## src/rtl/result_packer.sv

```systemverilog
// Packs RATIO narrow result words into one OUT_W word, little-endian slot order,
// with valid/ready on both sides and a flush that emits a partially filled group.
module result_packer #(
    parameter  int IN_W  = 10,
    parameter  int RATIO = 3,
    parameter  int CNT_W = 16,
    localparam int OUT_W = IN_W * RATIO
) (
    input  logic             clk,
    input  logic             rst,
    input  logic             in_valid,
    output logic             in_ready,
    input  logic [IN_W-1:0]  in_data,
    input  logic             flush,
    output logic             out_valid,
    input  logic             out_ready,
    output logic [OUT_W-1:0] out_data,
    output logic [RATIO-1:0] out_keep,
    output logic [CNT_W-1:0] word_count
);

    localparam int SLOT_W = $clog2(RATIO);
    localparam logic [SLOT_W-1:0] LAST = SLOT_W'(RATIO - 1);

    logic [OUT_W-1:0]  acc;
    logic [OUT_W-1:0]  acc_next;
    logic [RATIO-1:0]  keep;
    logic [RATIO-1:0]  keep_next;
    logic [SLOT_W-1:0] slot;
    logic [SLOT_W-1:0] slot_next;
    logic              flush_pending;
    logic              out_free;
    logic              beat;
    logic              complete;
    logic              emit_partial;
    logic              load;

    always_comb begin
        in_ready = !rst && !flush_pending && !(slot == LAST && out_valid && !out_ready);
    end

    always_comb begin
        out_free  = !out_valid || out_ready;
        beat      = in_valid && in_ready;
        complete  = beat && (slot == LAST);
        acc_next  = acc;
        keep_next = keep;
        slot_next = slot;
        if (beat) begin
            for (int unsigned i = 0; i < RATIO; i++) begin
                if (slot == SLOT_W'(i)) begin
                    acc_next[i*IN_W +: IN_W] = in_data;
                    keep_next[i]             = 1'b1;
                end
            end
            slot_next = slot + SLOT_W'(1);
        end
        // A same-cycle beat counts toward the partial group, so a flush with
        // slot 0 and a beat still emits a one-slot word.
        emit_partial = !complete && (flush || flush_pending) && (beat || slot != '0);
        load         = complete || (emit_partial && out_free);
    end

    always_ff @(posedge clk) begin
        if (rst) begin
            acc           <= '0;
            keep          <= '0;
            slot          <= '0;
            flush_pending <= 1'b0;
            out_valid     <= 1'b0;
            out_data      <= '0;
            out_keep      <= '0;
            word_count    <= '0;
        end else begin
            if (load) begin
                out_data      <= acc_next;
                out_keep      <= keep_next;
                out_valid     <= 1'b1;
                acc           <= '0;
                keep          <= '0;
                slot          <= '0;
                flush_pending <= 1'b0;
            end else begin
                if (out_ready) begin
                    out_valid <= 1'b0;
                end
                acc  <= acc_next;
                keep <= keep_next;
                slot <= slot_next;
                if (emit_partial) begin
                    flush_pending <= 1'b1;
                end
            end
            if (out_valid && out_ready) begin
                word_count <= word_count + CNT_W'(1);
            end
        end
    end

endmodule

```

## config.mk

```make
export PLATFORM = sky130hd
export DESIGN_NAME = result_packer
export DESIGN_NICKNAME = d
export VERILOG_FILES = /design/src/rtl/result_packer.sv
export SDC_FILE = /design/constraint.sdc
export NUM_CORES = 1
export LEC_CHECK = 0
export ABC_AREA = 1
export CELL_PAD_IN_SITES_DETAIL_PLACEMENT = 0
export CELL_PAD_IN_SITES_GLOBAL_PLACEMENT = 1
export CORE_MARGIN = 8
export CORE_UTILIZATION = 30
export DETAILED_ROUTE_END_ITERATION = 10
export MAX_ROUTING_LAYER = met4
export PLACE_DENSITY = 0.66
export SLEW_MARGIN = 5
export SYNTH_ARGS = -nofsm -noshare
export SYNTH_HDL_FRONTEND = slang
export SYNTH_SLANG_ARGS = --single-unit
export TNS_END_PERCENT = 10
```

## constraint.sdc

```tcl
create_clock -name clk -period 4.1 [get_ports clk]
set_clock_uncertainty 0.15 [all_clocks]
set_input_delay 0.82 -clock clk [delete_from_list [all_inputs] [get_ports clk]]
set_output_delay 0.82 -clock clk [all_outputs]
set_load 0.02 [all_outputs]
```

Yosys cells after proc, flatten, opt, wreduce, memory -nomap -nowiden
Index checks and enable logic that the tools add are counted.

word-level totals
  memories = 0
  output and inout port bits = 51
  memory bits (read-only) = 0
  bits in latches = 0
  RAM bits = 0
  flip-flop bits (word level) = 86

cells by class
  multiply operators = 0
  muxes and demuxes = 10
  add/subtract/negate cells = 2
  shifts and indexed selects = 0
  bitwise logic cells = 0
  divide/modulo/power cells = 0
  reductions and logical operators = 24
  magnitude comparators = 0
  eq/ne operators = 2

operators with widths
  cell                     number
  $mux W10                 3
  $mux W30                 1
  $add A16 B1 Y16 const B  1
  $logic_and A1 B1 Y1      10
  $logic_not A1 Y1         6
  $mux W1                  5
  $logic_or A1 B1 Y1       4
  $reduce_bool A2 Y1       2
  $mux W3                  1
  $add A2 B1 Y2 const B    1
  $eq A2 B1 Y1 const B     1
  $eq A2 B2 Y1 const B     1
  $logic_not A2 Y1         1
  $reduce_or A2 Y1         1

Logic depth before layout (Yosys ltp)
Gate-level depths: netlist of the first run.

  depth after elaboration = 13
  gate-level depth with buffers = 11
  gate-level depth less buffers = 10

Least setup slack after synthesis of the first run
OpenSTA, ideal clock, no wires.

  kind = input port to output port
  start point = in out_ready
  end point = out in_ready
  arrival = 1.213 ns
  stages on the path = 3
  buffers on the path = 0
  setup slack = 1.917 ns
  required time = 3.130 ns
  path through = inv_1 nand3_1 and2_1

between the ends
  cells in the longest elaborated chain, start to end = 4

RTL lines
  what                 line  text
  start: declaration   16    input logic out_ready,
  $logic_not A1 Y1     39    in_ready = !rst && !flush_pending && !(slot == LAST && out_valid && !out_ready);
  $logic_and A1 B1 Y1  39
  $logic_not A1 Y1     39
  $logic_and A1 B1 Y1  39
  end: declaration     12    output logic in_ready,

No other way between the ends.

Final worst setup path of the first run
  start point = in rst
  end point = out in_ready

between the ends
  cells in the longest elaborated chain, start to end = 3

RTL lines
  what                              line  text
  start: declaration                10    input logic rst,
  $logic_not A1 Y1                  39
  $logic_and A1 B1 Y1 (2 in a row)  39

No other way between the ends.

==> impl_results.md, run 1 <==
* Seq pwr share at 44.0%
* Clk Latency, worst-skew pair at 0.34 ns
* Largest family of logic cells by synthesized area: simple AND/OR/NAND/NOR gates
* Cell mode on critical path: clkdlybuf4s50_1
* WL per Instance at 12.33 µm
* Setup Buffers After CTS at 0
* Most used DFF post-synth: dfxtp_1
* Commonest cells after routing, fill and taps aside: nand2_1 (94), dfxtp_1 (86), nor2_1 (85), inv_1 (82), clkdlybuf4s50_1 (65)
* Synthesized area at 3760 µm²
* Core area at 12410 µm²
* DRT Pass-1 Iters at 4
* Via-per-instance ratio at 4.328
* Fill cell count at 1366
* Die width at 128.0 µm
* GRT Total Usage at 12.07%
* Commonest non-fill, non-tap cell in the layout: nand2_1
* # setup viols final at 0
* Avg Inst Size Synth at 7.203 µm²
* Die Area at 16370 µm²
* Leakage at 0.001991 µW
* CP arrival at 2.48 ns
* Post-Synth XOR/XNOR Area at 0.2329%
* Mux cell area share after synthesis at 0%
* Worst slack at placement at 0.6241 ns
* Fmax achieved at 290.1 MHz
* Die span in y at 128.0 µm
* NetSw at 535.5 µW
* Post-synth EDFFs at 0
* Rel. slew slack at 44.12%
* Largest net degree at the start of global routing at 88
* Setup crit start: rst
* Final Util at 39.04%
* Io pins at 66
* Routed via count at 3263
* Adder-Cell Fraction of Synth Area at 1.331%
* Post-DP HPWL at 6255 µm
* Cell Pwr Density at 423.4 nW/µm²
* Grt ovf at 0
* Syn Inst Count at 522
* MaxCap Viol Count at 0
* Post-route setup TNS at 0 ns
* Slowest stage delay, CP at 0.65 ns
* CP Capture Type: output pin
* CTS clk-pin slew, worst paths at 0.06 ns
* Int Pwr at 1517 µW
* Status: completed
* Post-synthesis register bit count at 86
* Worst hold path type: flip-flop to flip-flop
* First-pass GRT wire length at 15350 µm
* Top cell type by total area after synthesis: dfxtp_1
* CP Max Fanout at 11
* Period Utilization, post-route at 84.08%
* Ys async rst share at 0%
* Post-synth top area share at 45.79%
* Yosys Warn Count at 0
* Syn nets at 541
* Net Sw Frac at 26.09%
* Setup CP Type: primary input to output pin
* Clk pwr share at 40.0%
* Area delta synth->final at 28.92%
* Clock Sinks at 86
* Peak supply drop at 0.0002163 V
* Setup WS post-layout at 0.6525 ns
* Initial Utilization at 30.29%
* PortBufs at 65
* Post-synth cell types at 35
* Root buffer cell: clkbuf_16
* R2r worst-path depth at 7
* Final #Nets at 596
* DRT antenna net count at 0
* Routed WL at 9300 µm
* Worst setup path end: in_ready
* Reg2reg setup slack at 1.83 ns
* Sequential fraction of the synthesis area at 45.79%
* Worst path required time at 3.13 ns
* Row Count at 41
* Critical path depth at 4
* Post-layout min period at 3.447 ns
* CTS H-tree depth at 3
* Cell chain of the critical path: clkdlybuf4s50_1 > nor2_4 > and2_1 > clkdlybuf4s50_1
* Unrepaired setup endpoints after global routing: false
* 1st-iter DRT viols at 240
* CTS tree: built
* Total CTS buffers at 9
* ANT cells at 0
* Reg-to-reg critical path endpoint: slot[0]$_SDFFE_PP0N_
* Hold Violations, Final at 0
* Reg-to-reg startpoint: slot[0]$_SDFFE_PP0N_
* Clk buf depth at 2
* Residual DRC at 0
* CP bufs+invs at 2
* Gpl congestion at 0.7552
* Post-CTS resize count at 0
* Max Slew Vio Count at 0
* Slowest cell on the critical path: clkdlybuf4s50_1
* Initial antenna violation count at 0
* Simple-Gate Fraction of Synth Area at 29.25%
* Hold Buf Count CTS at 0
* Share of cells above drive strength 1 at 5.670%
* Worst-Margin Slew at 0.8382 ns
* Combinational fraction of design power at 16.1%
* Compound-Gate Fraction of Synth Area at 11.35%
* Vias in the first global route at 3124
* Startpoint types: primary input
* CP delay by family, top: buffers and inverters
* Synth top area cells: dfxtp_1 (46%), nand2_1 (9.4%), nor2_1 (8.5%), inv_1 (8.2%), nand3b_1 (6.4%)
-- synth_stat cells, types with 2 or more instances --
library cell,n
nand2_1,94
dfxtp_1,86
nor2_1,85
inv_1,82
a21oi_1,43
o21ai_0,35
nand3b_1,32
buf_2,13
clkbuf_1,11
nand3_1,7
ha_1,4
nor3_1,3
buf_6,2
nor2_2,2
nor3b_1,2
o21a_1,2
-- flip-flops by register name, summed over array words and instances (netlist names) --
signal and cells:
out_valid 1, keep 3, word_count 16, slot 2, out_keep 3, flush_pending 1, out_data 30, acc 30
-- power by group through the flow --
stage | sequential [µW] | clock [µW] | combinational, µW
after detailed placement | 922 | 0 | 334
after floorplan | 963 | 0 | 162
after global routing | 907 | 885 | 367
after global placement | 921 | 0 | 332
after CTS | 903 | 849 | 336
final | 902 | 821 | 329
-- worst min-delay path, stage by stage (launching register included) --
cell     delay [ns]
dfxtp_1        0.31
inv_1          0.05
nor2_1         0.03
-- cell type report --
cell class | instances | area [µm²] | share of cell area (%)
Sequential cell | 86 | 1722 | 35.52
Multi-Input combinational cell | 324 | 1585 | 32.71
Timing Repair Buffer | 72 | 703.2 | 14.51
Inverter | 84 | 315.3 | 6.505
Clock buffer | 14 | 294.0 | 6.066
Tap cell | 172 | 215.2 | 4.440
Clock inverter | 2 | 12.51 | 0.2581
-- cells by family after synthesis --
family                     after synthesis
DFF                                     86
xor gates and xnor gates                 1
adders and majority gates                4
AOI/OAI and AO/OA                       83
buffers and inverters                  112
and+or+nand+nor                        236
-- stage by stage --
step | area, µm² | hold slack, ns | std cells | total power [µW]
finish | 4847 | 0.2839 | 754 | 2052
global route | 4847 | 0.3249 | 754 | 2159
CTS | 4847 | 0.2843 | 754 | 2088
detailed placement | 4541 | 0.2746 | 738 | 1256
global placement | 4541 | 0.2654 | 738 | 1253
floorplan | 3760 | 0.2587 | 522 | 1125
-- metal layers --
metal,GRT usage [%],vias up,routed length (µm)
met4,5.245,0,146
met2,17.86,71,3963
li1,-,1718,-
met1,15.17,1462,4647
met3,3.203,12,543
met5,-,-,0
-- how the worst min path moves through the flow --
stage                             startpoint            endpoint  cells after the start
after global routing      keep[2]$_SDFF_PP0_  keep[2]$_SDFF_PP0_                      2
final                     keep[2]$_SDFF_PP0_  keep[2]$_SDFF_PP0_                      2
after global placement    keep[2]$_SDFF_PP0_  keep[2]$_SDFF_PP0_                      2
after detailed placement  keep[2]$_SDFF_PP0_  keep[2]$_SDFF_PP0_                      2
after floorplan           keep[2]$_SDFF_PP0_  keep[2]$_SDFF_PP0_                      2
after CTS                 keep[2]$_SDFF_PP0_  keep[2]$_SDFF_PP0_                      2
Note: power is estimated with default switching activity, not from simulation.
==> inputs of run 2 (changes only) <==
--- a/config.mk
+++ b/config.mk
@@ -12,7 +12,7 @@
 export CORE_UTILIZATION = 30
 export DETAILED_ROUTE_END_ITERATION = 10
 export MAX_ROUTING_LAYER = met4
-export PLACE_DENSITY = 0.66
+export PLACE_DENSITY = 0.68
 export SLEW_MARGIN = 5
 export SYNTH_ARGS = -nofsm -noshare
 export SYNTH_HDL_FRONTEND = slang
==> constraint.sdc (replaced) <==
create_clock -name clk -period 3.16 [get_ports clk]
set_clock_uncertainty 0.15 [all_clocks]
set_input_delay 0.632 -clock clk [delete_from_list [all_inputs] [get_ports clk]]
set_output_delay 0.632 -clock clk [all_outputs]
set_load 0.02 [all_outputs]
==> run 2 against run 1 <==
Global-route usage decreased by 0.21 points; final cell count unchanged; combinational power increased by 31%; sequential power increased by 30%; die area unchanged; critical path type unchanged; setup slack got worse by 0.29 ns; count of clock-buffer cells in the layout decreased by 2; largest cell class unchanged; wire length decreased by 1.9%.
==> impl_results.md, run 2 (same netlist as run 1, synthesis figures left out) <==
* MaxCap Viol Count at 0
* Hold_sp: keep[2]$_SDFF_PP0_
* Initial antenna violation count at 0
* Unrepaired setup endpoints after global routing: false
* Regs by FF count: acc x30, out_data x30, word_count x16
* Reg-to-reg startpoint: slot[0]$_SDFFE_PP0N_
* Setup CP Type: primary input to output pin
* CP Max Fanout at 2
* Die Area at 16370 µm²
* Die width at 128.0 µm
* Fmax achieved at 357.0 MHz
* Die span in y at 128.0 µm
* CP Capture Type: output pin
* Worst hold slack at 0.2778 ns
* Status: completed
* Clk Latency, worst-skew pair at 0.33 ns
* Worst path required time at 2.38 ns
* Startpoint types: primary input
* Clock Sinks at 86
* DRT antenna net count at 0
* Vias in the first global route at 3155
* Max Slew Vio Count at 0
* Worst-Margin Slew at 0.4636 ns
* First-pass GRT wire length at 15240 µm
* Fill cell count at 1330
* Io pins at 66
* Row Count at 41
* # placed instances at 739
* Clk buf depth at 2
* CP arrival at 2.02 ns
* # setup viols final at 0
* Commonest non-fill, non-tap cell in the layout: nand2_1
* Post-DP HPWL at 6219 µm
* WL per Instance at 12.10 µm
* Peak supply drop at 0.0002858 V
* CTS tree: built
* Routed via count at 3272
* Share of cells above drive strength 1 at 5.155%
* FF/Latch Area at 1722 µm²
* CTS clk-pin slew, worst paths at 0.06 ns
* Core area at 12410 µm²
* Grt ovf at 0
* Post-route setup TNS at 0 ns
* Cell Pwr Density at 554.3 nW/µm²
* Worst hold path type: flip-flop to flip-flop
* Residual DRC at 0
* Post-layout min period at 2.801 ns
* Hold Buf Count CTS at 0
* Setup Buffers After CTS at 0
* PortBufs at 65
* CTS H-tree depth at 3
* Root buffer cell: clkbuf_16
* Hold Violations, Final at 0
* Non-filler instance count after layout at 754
* Commonest cells after routing, fill and taps aside: nand2_1 (94), dfxtp_1 (86), nor2_1 (85), inv_1 (82), clkdlybuf4s50_1 (65)
* Area delta synth->final at 29.75%
* Leakage at 0.002004 µW
* Total CTS buffers at 9
* Largest net degree at the start of global routing at 88
* Multi-input gate area at 1585 µm²
* Rel. slew slack at 69.09%
* GRT Total Usage at 11.86%
* DRT Pass-1 Iters at 5
* Via-per-instance ratio at 4.340
* 1st-iter DRT viols at 160
* Post-CTS resize count at 0
* Period Utilization, post-route at 88.65%
* ANT cells at 0
* Setup crit start: out_ready
* Gpl congestion at 0.7580
* Final #Nets at 597
* Routed WL at 9121 µm
* Initial Utilization at 30.29%
run 2: cell types whose count changed in the layout (fill, tap and decap cells not counted), sizes merged:
cell and change:
buf +1, clkbuf -2, inv +1, bufinv +2
clkinv -1, clkinvlp -1
run 2: power by group:
part | switching (µW) | total, µW | internal, µW
Sequential | 27.8 | 1170 | 1140
Clock | 409 | 1100 | 692
Combinational | 242 | 431 | 189
Total | 679 | 2700 | 2030
run 2: area by class of cell:
type / count / share of cell area (%)
clock buffers: 12 / 4.847
clock inverters: 3 / 1.411
inverters: 84 / 6.463
multi-input cells: 324 / 32.50
flip-flops and latches: 86 / 35.29
well taps: 172 / 4.411
repair buffers: 73 / 15.08
run 2: final timing paths:
path | cells after the start | slack [ns] | endpoint
worst max-delay path | 5 | 0.36 | in_ready
worst max register to register | 9 | 1.13 | out_data[18]$_SDFFE_PP0P_
worst min register to register | 2 | 0.28 | keep[2]$_SDFF_PP0_
worst min-delay path | 2 | 0.28 | keep[2]$_SDFF_PP0_
run 2: worst max-delay path, stage by stage:
cell and delay, ns:
clkdlybuf4s50_1 0.48, inv_1 0.05, nand3_1 0.12, and2_1 0.14, clkdlybuf4s50_1 0.60
run 2: stage by stage:
step	power (µW)	setup WS [ns]	util, %	cell area, µm²
after detailed placement	1632	0.3497	36.84	4573
after floorplan	1460	1.327	-	3760
after global placement	1628	0.3634	36.84	4573
after global routing	2847	0.2644	39.30	4878
after CTS	2761	0.3454	39.30	4878
final	2704	0.3587	39.30	4878
run 2: layer usage:
metal  global-route usage (%)  vias up  wire length, µm
met1                    14.37     1463             4476
met5                        -        -                0
met4                    3.986        0              108
li1                         -     1726                -
met3                    3.577       11              510
met2                    18.42       72             4026
==> inputs of run 3 (changes only) <==
--- a/config.mk
+++ b/config.mk
@@ -10,6 +10,7 @@
 export CELL_PAD_IN_SITES_GLOBAL_PLACEMENT = 1
 export CORE_MARGIN = 8
 export CORE_UTILIZATION = 30
+export CTS_CLUSTER_SIZE = 25
 export DETAILED_ROUTE_END_ITERATION = 10
 export MAX_ROUTING_LAYER = met4
 export PLACE_DENSITY = 0.68
==> results of run 3 <==
No change in the layout: final DEF, timing and power equal those of run 2.
